$ cat src/rtl/arb_mux.sv
// Registered N:1 valid/ready multiplexer with built-in fixed-priority or round-robin arbitration.
// One beat per cycle moves from the winning input into a single output register.
module arb_mux #(
    parameter int unsigned WIDTH  = 32,
    parameter int unsigned NUM_IN = 4,
    parameter int unsigned SEL_W  = $clog2(NUM_IN)
) (
    input  logic                    clk,
    input  logic                    rst,
    input  logic                    mode,
    input  logic [NUM_IN*WIDTH-1:0] in_data,
    input  logic [NUM_IN-1:0]       in_valid,
    output logic [NUM_IN-1:0]       in_ready,
    output logic [WIDTH-1:0]        out_data,
    output logic [SEL_W-1:0]        out_sel,
    output logic                    out_valid,
    input  logic                    out_ready
);

    localparam int unsigned DBL_W = 2 * NUM_IN;

    logic [SEL_W-1:0]  last;
    logic [SEL_W-1:0]  grant;
    logic              found;
    logic              can_load;
    logic              xfer;
    logic [WIDTH-1:0]  sel_data;
    logic [DBL_W-1:0]  dbl;
    logic [NUM_IN-1:0] rot;
    int unsigned       start;
    int unsigned       pos;

    // Rotate the request vector so the highest-priority index lands at bit 0,
    // then take the lowest set bit; fixed priority is simply a rotation of 0.
    always_comb begin
        start = 0;
        pos   = 0;
        found = 1'b0;
        if (mode) begin
            start = (int'(last) + 1) % NUM_IN;
        end
        dbl = {in_valid, in_valid} >> start;
        rot = dbl[NUM_IN-1:0];
        for (int i = NUM_IN - 1; i >= 0; i--) begin
            if (rot[i]) begin
                pos   = i;
                found = 1'b1;
            end
        end
        grant = SEL_W'((start + pos) % NUM_IN);
    end

    assign can_load = !out_valid || out_ready;
    assign xfer     = found && can_load && !rst;

    // Accept strobe and data selection for the granted input.
    always_comb begin
        in_ready = '0;
        sel_data = '0;
        for (int i = 0; i < NUM_IN; i++) begin
            if (grant == SEL_W'(i)) begin
                in_ready[i] = xfer;
                sel_data    = in_data[i*WIDTH +: WIDTH];
            end
        end
    end

    always_ff @(posedge clk) begin
        if (rst) begin
            out_valid <= 1'b0;
            out_data  <= '0;
            out_sel   <= '0;
            last      <= SEL_W'(NUM_IN - 1);
        end else if (xfer) begin
            out_valid <= 1'b1;
            out_data  <= sel_data;
            out_sel   <= grant;
            if (mode) begin
                last <= grant;
            end
        end else if (out_ready) begin
            // Consumed with nothing new to load: data and index stay stale.
            out_valid <= 1'b0;
        end
    end

endmodule

$ cat config.mk
export PLATFORM = sky130hd
export DESIGN_NAME = arb_mux
export DESIGN_NICKNAME = d
export VERILOG_FILES = /design/src/rtl/arb_mux.sv
export SDC_FILE = /design/constraint.sdc
export NUM_CORES = 1
export LEC_CHECK = 0
export ABC_AREA = 0
export CAP_MARGIN = 20
export CORE_ASPECT_RATIO = 0.75
export CORE_MARGIN = 3
export CORE_UTILIZATION = 34
export CTS_BUF_LIST = sky130_fd_sc_hd__clkbuf_4 sky130_fd_sc_hd__clkbuf_8 sky130_fd_sc_hd__clkbuf_16
export CTS_CLUSTER_DIAMETER = 30
export DETAILED_ROUTE_END_ITERATION = 12
export PLACE_DENSITY = 0.77
export SLEW_MARGIN = 0
export SYNTH_ARGS = -nofsm -noshare
export SYNTH_HDL_FRONTEND = slang
export SYNTH_SLANG_ARGS = --single-unit
export TNS_END_PERCENT = 5
$ cat constraint.sdc
create_clock -name clk -period 2.25 [get_ports clk]
set_clock_uncertainty 0.2 [all_clocks]
set_input_delay 0.45 -clock clk [delete_from_list [all_inputs] [get_ports clk]]
set_output_delay 0.45 -clock clk [all_outputs]
set_load 0.02 [all_outputs]
Yosys cells after proc, flatten, opt, wreduce, memory -nomap -nowiden
Cells that the tools add are included.

word-level totals
  bits in registers = 37
  latch bits = 0
  bits in writable memories = 0
  bits in read-only memories = 0
  bits of input ports = 136
  output and inout port bits = 39
  logic and storage cells = 37
  memories = 0

operators by class
  add/subtract/negate cells = 2
  multiply operators = 0
  divide/modulo/power cells = 0
  magnitude comparators = 0
  eq/ne operators = 3
  shift operators = 1
  multiplexer cells = 19
  bitwise logic cells = 0
  reductions and logical operators = 8

operator list
  cell                                                                   count
  32-bit two-way mux                                                     4
  8-bit by 32-bit >> shifter with 4-bit output                           1
  1-bit two-way mux                                                      10
  2-bit two-way mux                                                      5
  2-bit equality test, second input constant                             2
  2-bit by 1-bit adder with 2-bit output, second input constant          1
  2-bit adder                                                            1
  2-bit by 1-bit equality test with 1-bit output, second input constant  1
  1-bit logical AND                                                      2
  1-bit logical NOT                                                      2
  2-bit logical NOT                                                      1
  2-bit AND reduction                                                    1
  2-bit nonzero test                                                     1
  1-bit logical OR                                                       1

Logic depth before layout (Yosys ltp)
  depth after elaboration = 13
  mapped depth = 9
  depth with buffers taken out = 7

Least setup slack after synthesis
No wires, ideal clock.

  kind = in2out
  start = in mode
  end = out in_ready[0]
  data arrival time = 1.765 ns
  data required time = 1.600 ns
  path slack = -0.165 ns
  cell stages on the path = 8
  path buffers = 2
  path through = buf_4 > nor2b_4 > a211oi_1 > nor2_1 > o21bai_4 > buf_4 > nand2_1 > nor2_1

between the ends
  cells in the longest elaborated chain, start to end = 9
  elaborated cells between the ends (all ways) = 15
  those cells by class = add/sub (1); shift (1); mux (10); reduce/logical (3)

ends and longest elaborated chain
  element                                                              RTL line  RTL
  start, declared                                                      10        input logic mode,
  2-bit two-way mux *                                                  39        if (mode) begin
  8-bit by 32-bit >> shifter with 4-bit output                         42        dbl = {in_valid, in_valid} >> start;
  2-bit two-way mux or 1-bit two-way mux (tied branches) (4 in a row)  45        if (rot[i]) begin
  2-bit adder or 1-bit logical AND (tied branches)                     50, 54
  2-bit logical NOT or 1-bit logical AND (tied branches)               61, 54
  1-bit two-way mux *                                                  61        if (grant == SEL_W'(i)) begin
  end, declared                                                        13        output logic [NUM_IN-1:0] in_ready,

Mark *: on every way between the ends. The rest lies on a longest branch, timed or not.

Worst setup path in the final report
  start = reg last[0]
  end = out in_ready[2]

between the ends
  cells in the longest elaborated chain, start to end = 10
  elaborated cells between the ends (all ways) = 16
  those cells by class = add/sub (2); eq/ne (1); shift (1); mux (10); reduce/logical (2)

ends and longest elaborated chain
  element                                                              RTL line  RTL
  start, declared                                                      22        logic [SEL_W-1:0] last;
  start signal, assigned                                               73        last <= SEL_W'(NUM_IN - 1);
  start signal, assigned                                               79        last <= grant;
  2-bit by 1-bit adder with 2-bit output *                             40        start = (int'(last) + 1) % NUM_IN;
  2-bit two-way mux *                                                  39
  8-bit by 32-bit >> shifter with 4-bit output                         42
  2-bit two-way mux or 1-bit two-way mux (tied branches) (4 in a row)  45
  2-bit adder or 1-bit logical AND (tied branches)                     50, 54
  2-bit equality test or 1-bit logical AND (tied branches)             61, 54
  1-bit two-way mux *                                                  61

Marks and branches as above.

==> results.md <==
- Final WS setup: -0.02836 ns
- # IOs: 175
- H-tree Lvls: 2
- Pwr dens: ~500 mW/mm²
- # DRC: 0
- Crit path launch: last[0]
- Worst reg2reg startpoint: last[1]
- Initial antenna violation count: 0
- Hold wc startpoint: out_sel[1]
- Initial core utilization: ~36%
- Synth cell types: 43
- Final hold slack: 0.2718 ns
- Diodes inserted: 0
- Worst Setup Start Kind: register
- Vias per cell: around 5.5
- Tcrit/Tclk final: 101.3%
- Status: finished, violations left
- Die area: approximately 0.0079 mm²
- Post-Syn Area: between 0.002 and 0.0025 mm²
- Final min period: approximately 2.3 ns
- Clock root cell: clkbuf_8
- Total track usage: 24.80%
- Largest area contributor in the netlist: dfxtp_1
- CTS tree: yes
- Clk_lat worst skew: 0.28 ns
- Post-Syn Instances: roughly 290
- Max Freq: between 400 and 500 MHz
- WL/cell: roughly 18 µm
- Final Max Slew Viols: 0
- Vias: approximately 3.2k
- Vias in the first global route: 3117
- First-pass GRT wire length: approximately 16000 µm
- Final HPWL DP: around 7800 µm
- Port Buf Inserts: 174
- Synth area leaders: dfxtp_1 (32%), a221oi_1 (12%), o21ai_0 (7.8%)
- Number of CTS-inserted buffers: 5
- Core region area: about 0.0065 mm²
- Crit path DAT: approximately 1.6 ns
- Sequential area share after synthesis: between 30% and 40%
- Leakage power figure: 1.738 nW
- Yosys reg bits: 37
- Syn-to-layout area delta: 99.84%
- Maximum clock path buffer count: 2
- RSZ-0062 raised after global routing: yes
- Syn avg cell area: slightly above 8 µm²
- Clk slew on worst S/H paths: about 0.08 ns
- Grt ovf: 0
- Setup crit end kind: output port
- Worst Path Required: between 1.5 and 2 ns
- Slew HR: 75.85%
- WS Path Type: reg2out
- Layout net count: between 600 and 700
- Num rows: 25
- Fin cells: 575
- Final core occ: ~70%
- Worst hold-check path type: reg2reg
- Slew @ Worst Pin: roughly 0.36 ns
- DIE WIDTH: about 100 µm
- Violations in the final reports: negative setup slack
- Setup Viol. Count Final: 3
- Post-Syn Nets: around 420
- Crit-path max FO: 4
- DRT iter0 DRCs: about 180
- Final count of hold timing violations: 0
- Clk sinks: 37
- Layout cells sized above 1: 22.47%
- Routed Antenna Nets: 0
- VDD IR max: 288.5 µV
- Cell total after placement: 561
- Pre-Repair DR Iteration Count: 4
- WL final: 10260 µm
- GP Congestion: around 0.85
- Largest net degree at the start of global routing: 33
- Total power: 2.272 mW
- Share of the synthesized area in the top cell type: a little under a third
- Maxcap violations: 0
- Ys Warns: 0
- Die height: around 78 µm
layout make-up:
type | instances | area, µm²
clock buffer | 6 | 76.32
timing repair buffer | 228 | 2185
tap | 81 | 101.3
fill | 525 | 1832
multi-input combinational | 217 | 1505
inverter | 4 | 17.52
clock inverter | 2 | 10.01
sequential | 37 | 748.2
timing repair:
| item | 4_1_cts | 5_1_grt |
|---|---|---|
| resized for setup | 57 | 16 |
| endpoints found under the setup margin | 39 | 5 |
| hold buffers | 0 | 0 |
| hold endpoints to repair | 0 | 0 |
| buffers inserted | 4 | 1 |
| pin swaps | 11 | 12 |
| cloned | 1 | 0 |
stage by stage:
step | TNS (ns) | cell area [µm²] | setup WS (ns)
2_1_floorplan | 0 | 2356 | 0.02844
3_3_place_gp | -20.83 | 4434 | -0.8935
3_5_place_dp | -21.90 | 4434 | -0.9480
4_1_cts | -0.1190 | 4594 | -0.05611
5_1_grt | -0.2626 | 4643 | -0.07118
6_report | -0.05255 | 4643 | -0.02836
layer usage:
layer  global-route usage [%]  up-vias  part of all wire (%)
met4                    6.109        0                  0.89
li1                         -     1530                     -
met5                        0        -                     0
met3                    7.278        8                    11
met2                    43.41      154                    50
met1                    29.50     1478                    39
power by group:
group	internal (mW)	switching (mW)
clock network	0.227	0.245
logic	0.565	0.449
registers	0.738	0.0483
registers in the layout (all words and copies together) (netlist names):
| signal | count |
|---|---|
| out_data | 32 |
| last | 2 |
| out_sel | 2 |
| out_valid | 1 |
worst max-delay path: stages (launching register included):
cell and delay (ns):
dfxtp_4 0.37, buf_6 0.11, nor2b_4 0.04, a211oi_2 0.21
nor2_2 0.07, o21bai_4 0.21, and3_4 0.21, buf_6 0.12
cell usage after synthesis, drive strengths merged:
library cell  number
a211o              2
a211oi             1
a21bo              1
a21oi              5
a221oi            32
a22oi             24
a31o               1
a31oi             11
a32oi              1
and2               1
and3               2
buf               24
clkbuf             3
dfxtp             37
inv                4
maj3               1
nand2             17
nand2b             2
nand3             11
nor2              25
nor2b              5
nor3               3
nor3b              1
nor4               1
o211ai             3
o21ai             62
o21bai             1
o31ai              3
or3                1
path summary, 6_finish.rpt:
check	slack (ns)	cells past startpoint	to
worst min register to register	0.27	2	out_sel[1]
worst min-delay path	0.27	2	out_sel[1]
worst max-delay path	-0.03	7	in_ready[2]
worst max register to register	0.12	8	out_data[3]
kinds of logic after synthesis:
kind of cell	synth area share [%]
compound gates	43.40
buf+inv	8.616
flops	31.88
fa+ha+maj	0.4846
simple gates	15.62
cells in the final DEF, fill, tap and decap left out, drive strengths merged, types with 2 or more instances in the layout:
| cell | netlist | final |
|---|---|---|
| a211o | 2 | 2 |
| a21oi | 5 | 5 |
| a221oi | 32 | 32 |
| a22oi | 24 | 24 |
| a31oi | 11 | 11 |
| and3 | 2 | 2 |
| buf | 24 | 63 |
| clkbuf | 3 | 6 |
| clkdlybuf4s50 | 0 | 164 |
| clkinv | 0 | 2 |
| dfxtp | 37 | 37 |
| inv | 4 | 4 |
| nand2 | 17 | 17 |
| nand2b | 2 | 2 |
| nand3 | 11 | 11 |
| nor2 | 25 | 25 |
| nor2b | 5 | 5 |
| nor3 | 3 | 3 |
| o211ai | 3 | 3 |
| o21ai | 62 | 62 |
| o31ai | 3 | 3 |
(Power assumes the default switching activity.)
